## config.mk

```make
export PLATFORM = sky130hd
export DESIGN_NAME = sync_fifo_param
export DESIGN_NICKNAME = d
export VERILOG_FILES = /design/src/rtl/fifo_pkg.sv /design/src/rtl/fifo_mem_2p.sv /design/src/rtl/sync_fifo_param.sv
export SDC_FILE = /design/constraint.sdc
export NUM_CORES = 1
export LEC_CHECK = 0
export CORE_UTILIZATION = 55
export CTS_BUF_LIST = sky130_fd_sc_hd__clkbuf_8
export CTS_CLUSTER_DIAMETER = 100
export DETAILED_ROUTE_END_ITERATION = 8
export PLACE_DENSITY = 0.76
export SLEW_MARGIN = 20
export SYNTH_ARGS = -nofsm -noshare
export SYNTH_HDL_FRONTEND = slang
export SYNTH_SLANG_ARGS = --single-unit
```

## constraint.sdc

```tcl
create_clock -name clk -period 4.1 [get_ports clk]
set_clock_uncertainty 0.05 [all_clocks]
set_input_delay 0.41 -clock clk [delete_from_list [all_inputs] [get_ports clk]]
set_output_delay 0.41 -clock clk [all_outputs]
set_load 0.02 [all_outputs]
```

## src/rtl/fifo_pkg.sv

```systemverilog
// fifo_pkg: shared constants, pointer-width helper and parameter legality check for the FIFO family
package fifo_pkg;
   localparam int FIFO_DEFAULT_WIDTH = 16;
   localparam int FIFO_DEFAULT_DEPTH = 32;
   function automatic int ptr_width(input int depth);
      return $clog2(depth) + 1;
   endfunction
   function automatic bit params_ok(input int depth, input int af, input int ae);
      return depth >= 2 && (depth & (depth - 1)) == 0 && af >= 1 && af <= depth && ae >= 0 && ae <= depth - 1;
   endfunction
endpackage

```

## src/rtl/fifo_mem_2p.sv

```systemverilog
// fifo_mem_2p: WIDTH x DEPTH storage, one synchronous write port and one asynchronous read port
module fifo_mem_2p #(
   parameter int WIDTH = 16,
   parameter int DEPTH = 32
) (
   input  logic                     clk,
   input  logic                     we,
   input  logic [$clog2(DEPTH)-1:0] waddr,
   input  logic [WIDTH-1:0]         wdata,
   input  logic [$clog2(DEPTH)-1:0] raddr,
   output logic [WIDTH-1:0]         rdata
);
   logic [WIDTH-1:0] mem [DEPTH];
   // store the write word; no reset so this can map onto a RAM macro
   always_ff @(posedge clk)
      if (we) mem[waddr] <= wdata;
   assign rdata = mem[raddr];
endmodule

```

## src/rtl/sync_fifo_param.sv

```systemverilog
// sync_fifo_param: parametrised show-ahead single-clock FIFO with count, thresholds, flush; sticky error flags when SYNC_FIFO_PARAM_ERR_EN is defined
module sync_fifo_param
   import fifo_pkg::*;
#(
   parameter int WIDTH    = FIFO_DEFAULT_WIDTH,
   parameter int DEPTH    = FIFO_DEFAULT_DEPTH,
   parameter int AF_LEVEL = DEPTH - 2,
   parameter int AE_LEVEL = 2
) (
   input  logic                     clk,
   input  logic                     reset,
   input  logic                     flush,
   input  logic                     write,
   input  logic [WIDTH-1:0]         data_in,
   input  logic                     read,
   output logic [WIDTH-1:0]         data_out,
   output logic                     full,
   output logic                     empty,
   output logic                     almost_full,
   output logic                     almost_empty,
   output logic [$clog2(DEPTH):0]   count,
   output logic                     overflow,
   output logic                     underflow
);
   localparam int AW = $clog2(DEPTH);
   localparam int PW = ptr_width(DEPTH);
   localparam logic [PW-1:0] AF_L = PW'(AF_LEVEL);
   localparam logic [PW-1:0] AE_L = PW'(AE_LEVEL);

   if (!params_ok(DEPTH, AF_LEVEL, AE_LEVEL)) begin : g_param_err
      $error("sync_fifo_param: illegal DEPTH/AF_LEVEL/AE_LEVEL");
   end

   logic [PW-1:0] wp, rp;
   logic          rd_ok, wr_ok;

   assign empty        = wp == rp;
   assign full         = (wp[AW-1:0] == rp[AW-1:0]) && (wp[AW] != rp[AW]);
   assign count        = wp - rp;
   assign almost_full  = count >= AF_L;
   assign almost_empty = count <= AE_L;
   assign rd_ok        = read && !empty;
   assign wr_ok        = write && (!full || read);

   // pointers: natural binary wrap, flush beats any same-cycle read/write
   always_ff @(posedge clk or posedge reset)
      if (reset) begin
         wp <= '0;
         rp <= '0;
      end else if (flush) begin
         wp <= '0;
         rp <= '0;
      end else begin
         if (wr_ok) wp <= wp + 1'b1;
         if (rd_ok) rp <= rp + 1'b1;
      end

   fifo_mem_2p #(.WIDTH(WIDTH), .DEPTH(DEPTH)) u_mem (
      .clk   (clk),
      .we    (wr_ok && !flush),
      .waddr (wp[AW-1:0]),
      .wdata (data_in),
      .raddr (rp[AW-1:0]),
      .rdata (data_out)
   );

`ifdef SYNC_FIFO_PARAM_ERR_EN
   logic ovf_q, unf_q;
   // sticky error flags, cleared only by reset or flush
   always_ff @(posedge clk or posedge reset)
      if (reset) begin
         ovf_q <= 1'b0;
         unf_q <= 1'b0;
      end else if (flush) begin
         ovf_q <= 1'b0;
         unf_q <= 1'b0;
      end else begin
         if (write && full && !read) ovf_q <= 1'b1;
         if (read && empty) unf_q <= 1'b1;
      end
   assign overflow  = ovf_q;
   assign underflow = unf_q;
`else
   assign overflow  = 1'b0;
   assign underflow = 1'b0;
`endif
endmodule

```

# Yosys cells after proc, flatten, opt, wreduce, memory -nomap -nowiden
# Memories as Yosys holds them, arrays and structs flattened.
# Index checks and enable logic that the tools add are counted.
# W data, S select, Z words.
[totals]
elab_cells = 27
regBits = 12
latchBits = 0
inputBits = 21
rom_bits = 0
ram_bits = 512
out_inout_bits = 28
memories = 1
[memory_table]
columns = ["memory", "depth", "width", "read_ports", "rd_ports_with_merged_regs", "wr", "line", "text"]
rows = [
  ["u_mem.mem", 32, 16, 1, 0, 1, "fifo_mem_2p.sv:13", "logic [WIDTH-1:0] mem [DEPTH];"],
]
[op_classes]
order_cmp = 2
n_shift = 0
n_mux = 6
n_bitwise = 0
n_eq_ne = 3
reduce_logical = 10
n_addsub = 3
mul = 0
n_div = 0
[ops]
columns = ["operator", "n"]
rows = [
  ["$mux W6", 4],
  ["$add A6 B1 Y6 const B", 2],
  ["$eq A6 B6 Y1", 1],
  ["$ge A6 B5 Y1 const B", 1],
  ["$le A6 B2 Y1 const B", 1],
  ["$sub A6 B6 Y6", 1],
  ["$eq A5 B5 Y1", 1],
  ["$logic_and A1 B1 Y1", 4],
  ["$reduce_bool A2 Y1", 2],
  ["$logic_not A1 Y1", 3],
  ["$mux W1", 2],
  ["$logic_or A1 B1 Y1", 1],
  ["$ne A1 B1 Y1", 1],
]

# Longest topological paths before layout
[logic_depth]
word_depth = 8
depth_mapped = 9
depth_no_buf = 8

# Cells and area by module
# From an unflattened synthesis, not the netlist that was laid out.
[hier_totals]
hier_cells = 1230
hier_area_um2 = 21129.0
[modules_own_cells]
columns = ["mod", "cells_each", "seq_area_each_um2", "n_inst", "area_per_inst_um2"]
rows = [
  ["fifo_mem_2p", 1127, 15374.7, 1, 20215.6],
  ["sync_fifo_param", 103, 300.3, 1, 913.4],
]

# Least setup slack after synthesis
# Ideal clock, no wire load.
[synth_path]
path_type = "reg-to-reg"
startpoint = "register rp[4]"
endpoint = "memory u_mem.mem[31][0] (enable)"
t_required_ns = 3.641
arrival_ns = 2.819
n_path_buf = 0
path_stages_with_launch = 7
setup_slack_ns = 0.822
cell_sequence = "dfrtp_1 > clkinv_1 > ha_1 > and4_1 > a41oi_2 > nand2_1 > nor3_1"
[synth_via]
elab_chain_len = 8
[synth_rtl]
columns = ["element", "line", "text"]
rows = [
  ["start, declared", "sync_fifo_param.sv:34", "logic [PW-1:0] wp, rp;"],
  ["start signal, assigned", "sync_fifo_param.sv:55", "if (rd_ok) rp <= rp + 1'b1;"],
  ["$eq A5 B5 Y1", "sync_fifo_param.sv:38", "assign full = (wp[AW-1:0] == rp[AW-1:0]) && (wp[AW] != rp[AW]);"],
  ["$logic_and A1 B1 Y1", "sync_fifo_param.sv:38", ""],
  ["$logic_not A1 Y1", "sync_fifo_param.sv:43", "assign wr_ok = write && (!full || read);"],
  ["$logic_or A1 B1 Y1", "sync_fifo_param.sv:43", ""],
  ["$logic_and A1 B1 Y1", "sync_fifo_param.sv:43", ""],
  ["$logic_and A1 B1 Y1", "sync_fifo_param.sv:60", ".we (wr_ok && !flush),"],
  ["$mux W1", "fifo_mem_2p.sv:16", "if (we) mem[waddr] <= wdata;"],
  ["$mux W1 (not written as such)", "fifo_mem_2p.sv:16", ""],
  ["end, declared", "fifo_mem_2p.sv:13", ""],
]
# No other way between the ends.

# Final worst setup path
[layout_path]
startpoint = "register rp[0]"
endpoint = "output port data_out[4]"
[layout_via]
elab_chain_len = 1
[layout_rtl]
columns = ["element", "line", "text"]
rows = [
  ["$mem_v2 Z32 W16", "--", ""],
  ["end, declared", "sync_fifo_param.sv:16", "output logic [WIDTH-1:0] data_out,"],
]
# No other way between the ends.

==> metrics.csv <==
stage;metric;value;unit
sta;max_clock_freq;0.255;GHz
routing;drtIter0Drc;1258;
synth;yosysMostFrequentCell;edfxtp_1;
synth;synth_common_cells;512 x edfxtp_1, 128 x mux2i_1, 64 x a22oi_1, 64 x mux4_2, 56 x nor2_1;
synth;synth.distinct_cells;49;
setup_path;cp-start-kind;register;
setup_path;crit_fanout;12;
floorplan;core;36900;µm²
place;dp_hpwl;27.0;mm
cells_and_area;syn2layout_area_growth;13.3;%
sta;tightest_slew;0.763;ns
clocking;clk_latency;0.62;ns
routing;wl;46.6;mm
floorplan;die_w;196;µm
power;p_leak;0.00762;µW
floorplan;die-height;196;µm
routing;drtPass1Iterations;5;
floorplan;ios;49;
synth;yosys_register_bits;524;
clocking;hold_buffers;0;
clocking;clk_pin_slew_worst_paths;0.06;ns
power;ir_worst_vdd;223;µV
global_routing;grt_util_all_layers;0.249;
global_routing;grt_pass1_vias;11100;
sta;period_share;0.955;
sta;finalSetupTns;0;ns
sta;fin_crit;3.92;ns
synth;netlist_area;20800;µm²
synth;synthCells;1104;
setup_path;crit_path_end_kind;primary output;
cells_and_area;drive_gt1_frac;0.197;
floorplan;die-area;38500;µm²
clocking;cts_buffer_depth;3;
synth;synth_edf_count;512;
clocking;root_buffer;clkbuf_8;
routing;drc_errors;0;
routing;vias;11000;
setup_path;criticalPathCategory;register to primary output;
floorplan;rows;70;
clocking;clock_sinks;524;
synth;async_flop_share;0.0229;
routing;wire_per_inst;25.8;µm
status;status;completed;
global_routing;antenna_found_initial;3;
place;gp_congestion;0.781;
cells_and_area;final_nets;1279;
routing;ant_nets;0;
cells_and_area;fin_area;23500;µm²
cells_and_area;fillers;2467;
sta;hold_viol;0;
synth;netlist_top_cells_area;edfxtp_1 74%, mux4_2 6.9%, mux2i_1 6.2%;
global_routing;grt_overflow;0;
place;placed_cell_area;22100;µm²
sta;relSlewSlack;0.490;
synth;synth.top_cell.area_share;0.741;
floorplan;initial_core_util;0.563;
place;pre_cts_slack;0.675;ns
synth;ys_seq_area_frac;0.755;
clocking;cts_tree;built;
routing;viasPerCell;6.07;
sta;rsz0062_at_grt;false;
sta;worst_slack;0.183;ns
global_routing;grt_max_degree;70;
synth;synth_flop_cell;edfxtp_1;
global_routing;grt_first_pass_wirelength;68.7;mm
synth;syn_area_per_cell;18.8;µm²
run;cap_violations;0;
clocking;cts_made_buffers;81;
synth;yosysTopAreaCell;edfxtp_1;
synth;yosysWarningCount;0;
setup_path;worstPathArrival;3.46;ns
hold_path;min_path_type;primary input to asynchronous set/reset pin;
place;io_buffers;46;
clocking;cts_htree_levels;3;
cells_and_area;final_util;0.638;
setup_path;critPathRequiredTime;3.64;ns
sta;slew_viol_final;0;
sta;setup_viol;0;
power;p_per_area;482;nW/µm²
==> cell type report <==
| type | instances | area [µm²] | area share |
|---|---|---|---|
| Timing Repair Buffer | 114 | 1030 | 0.0437 |
| Clock buffer | 83 | 1140 | 0.0486 |
| Clock inverter | 53 | 275 | 0.0117 |
| Multi-Input combinational cell | 483 | 4600 | 0.195 |
| Inverter | 43 | 161 | 0.00686 |
| Antenna cell | 1 | 2.50 | 0.000106 |
| Sequential cell | 524 | 15700 | 0.667 |
| Tap cell | 504 | 631 | 0.0268 |
==> registers in the layout (all words and copies together), names as in the netlist <==
signal     flops
rp             6
wp             6
u_mem.mem    512
==> critical path, cell delays in order, from the launching register on <==
cell and delay (ns):
dfrtp_4 0.60, buf_4 0.33, mux4_2 0.55, inv_1 0.07, o22ai_1 0.10, a31oi_1 0.39, nand3_1 0.20, clkdlybuf4s50_1 0.58
==> worst paths after layout <==
path                                 start          endpoint  slack (ns)  cells past startpoint
worst max-delay path                 rp[0]       data_out[4]        0.18                      7
worst min-delay path                 reset             rp[1]        0.07                      2
worst max register to register       rp[4]  u_mem.mem[24][0]        0.96                      8
worst min register to register       wp[5]             wp[5]        0.59                      2
max in group asynchronous            reset             rp[2]        3.56                      2
min in group clk                data_in[2]  u_mem.mem[18][2]        0.30                      1
==> logic make-up (layout without fill, tap and decap cells) <==
| logic type | count (synthesis) | after routing | synth area share |
|---|---|---|---|
| AO/OA/AOI/OAI | 126 | 126 | 0.0418 |
| multiplexers | 192 | 192 | 0.131 |
| flip-flops | 524 | 524 | 0.755 |
| buffers and inverters | 98 | 293 | 0.0249 |
| other | 1 | 3 | 0.000181 |
| AND/OR/NAND/NOR | 138 | 138 | 0.0336 |
| adder cells (fa/ha/maj) | 11 | 11 | 0.00699 |
| XOR/XNOR | 14 | 14 | 0.00627 |
==> cells in the final DEF, fill, tap and decap left out, types with 2 or more instances in the layout <==
cell type / count
edfxtp_1: 512
mux2i_1: 128
clkbuf_8: 83
mux4_2: 64
a22oi_1: 64
inv_1: 60
buf_4: 60
nor2_1: 52
clkdlybuf4s50_1: 39
nand3_1: 36
clkinv_1: 23
a21oi_1: 21
o22ai_1: 16
a31oi_1: 14
nor2b_1: 12
ha_1: 10
dfrtp_1: 10
xnor2_1: 7
clkinv_2: 7
buf_2: 7
buf_12: 7
xor2_1: 6
nand2_1: 5
nand4_1: 5
nor2_2: 4
and2b_1: 4
nand2_2: 4
clkinvlp_4: 4
a31oi_2: 3
nand3b_1: 3
nand2b_1: 2
o21ai_0: 2
nor3_2: 2
or3b_2: 2
conb_1: 2
bufinv_16: 2
==> timing repair <==
| item | in CTS | in global routing |
|---|---|---|
| pin swaps | 0 | 0 |
| setup buffers | 0 | 1 |
| gates resized for setup | 1 | 1 |
| setup endpoints to repair | 1 | 8 |
==> through the flow <==
step           hold slack [ns]  power [µW]  cells
6_report                0.0677       11300   1805
5_1_grt                  0.126       11700   1804
4_1_cts                 0.0705       11400   1803
3_5_place_dp             0.567        7530   1667
3_3_place_gp             0.547        7510   1667
2_1_floorplan            0.225        7100   1105
==> routing by layer <==
metal  GRT usage  vias to the layer above  share of wire
li1            -                     4699              -
met1       0.347                     5549           0.40
met2       0.385                      631           0.47
met3      0.0617                       83           0.10
met4      0.0883                        2          0.025
met5           0                        -        0.00021
==> report_power, final <==
group	switching [µW]	internal, µW	leakage (µW)
registers	31.5	5900	0.00477
clock network	1910	1990	0.000787
logic	776	714	0.00207
total	2720	8610	0.00762
(Power assumes the default switching activity.)
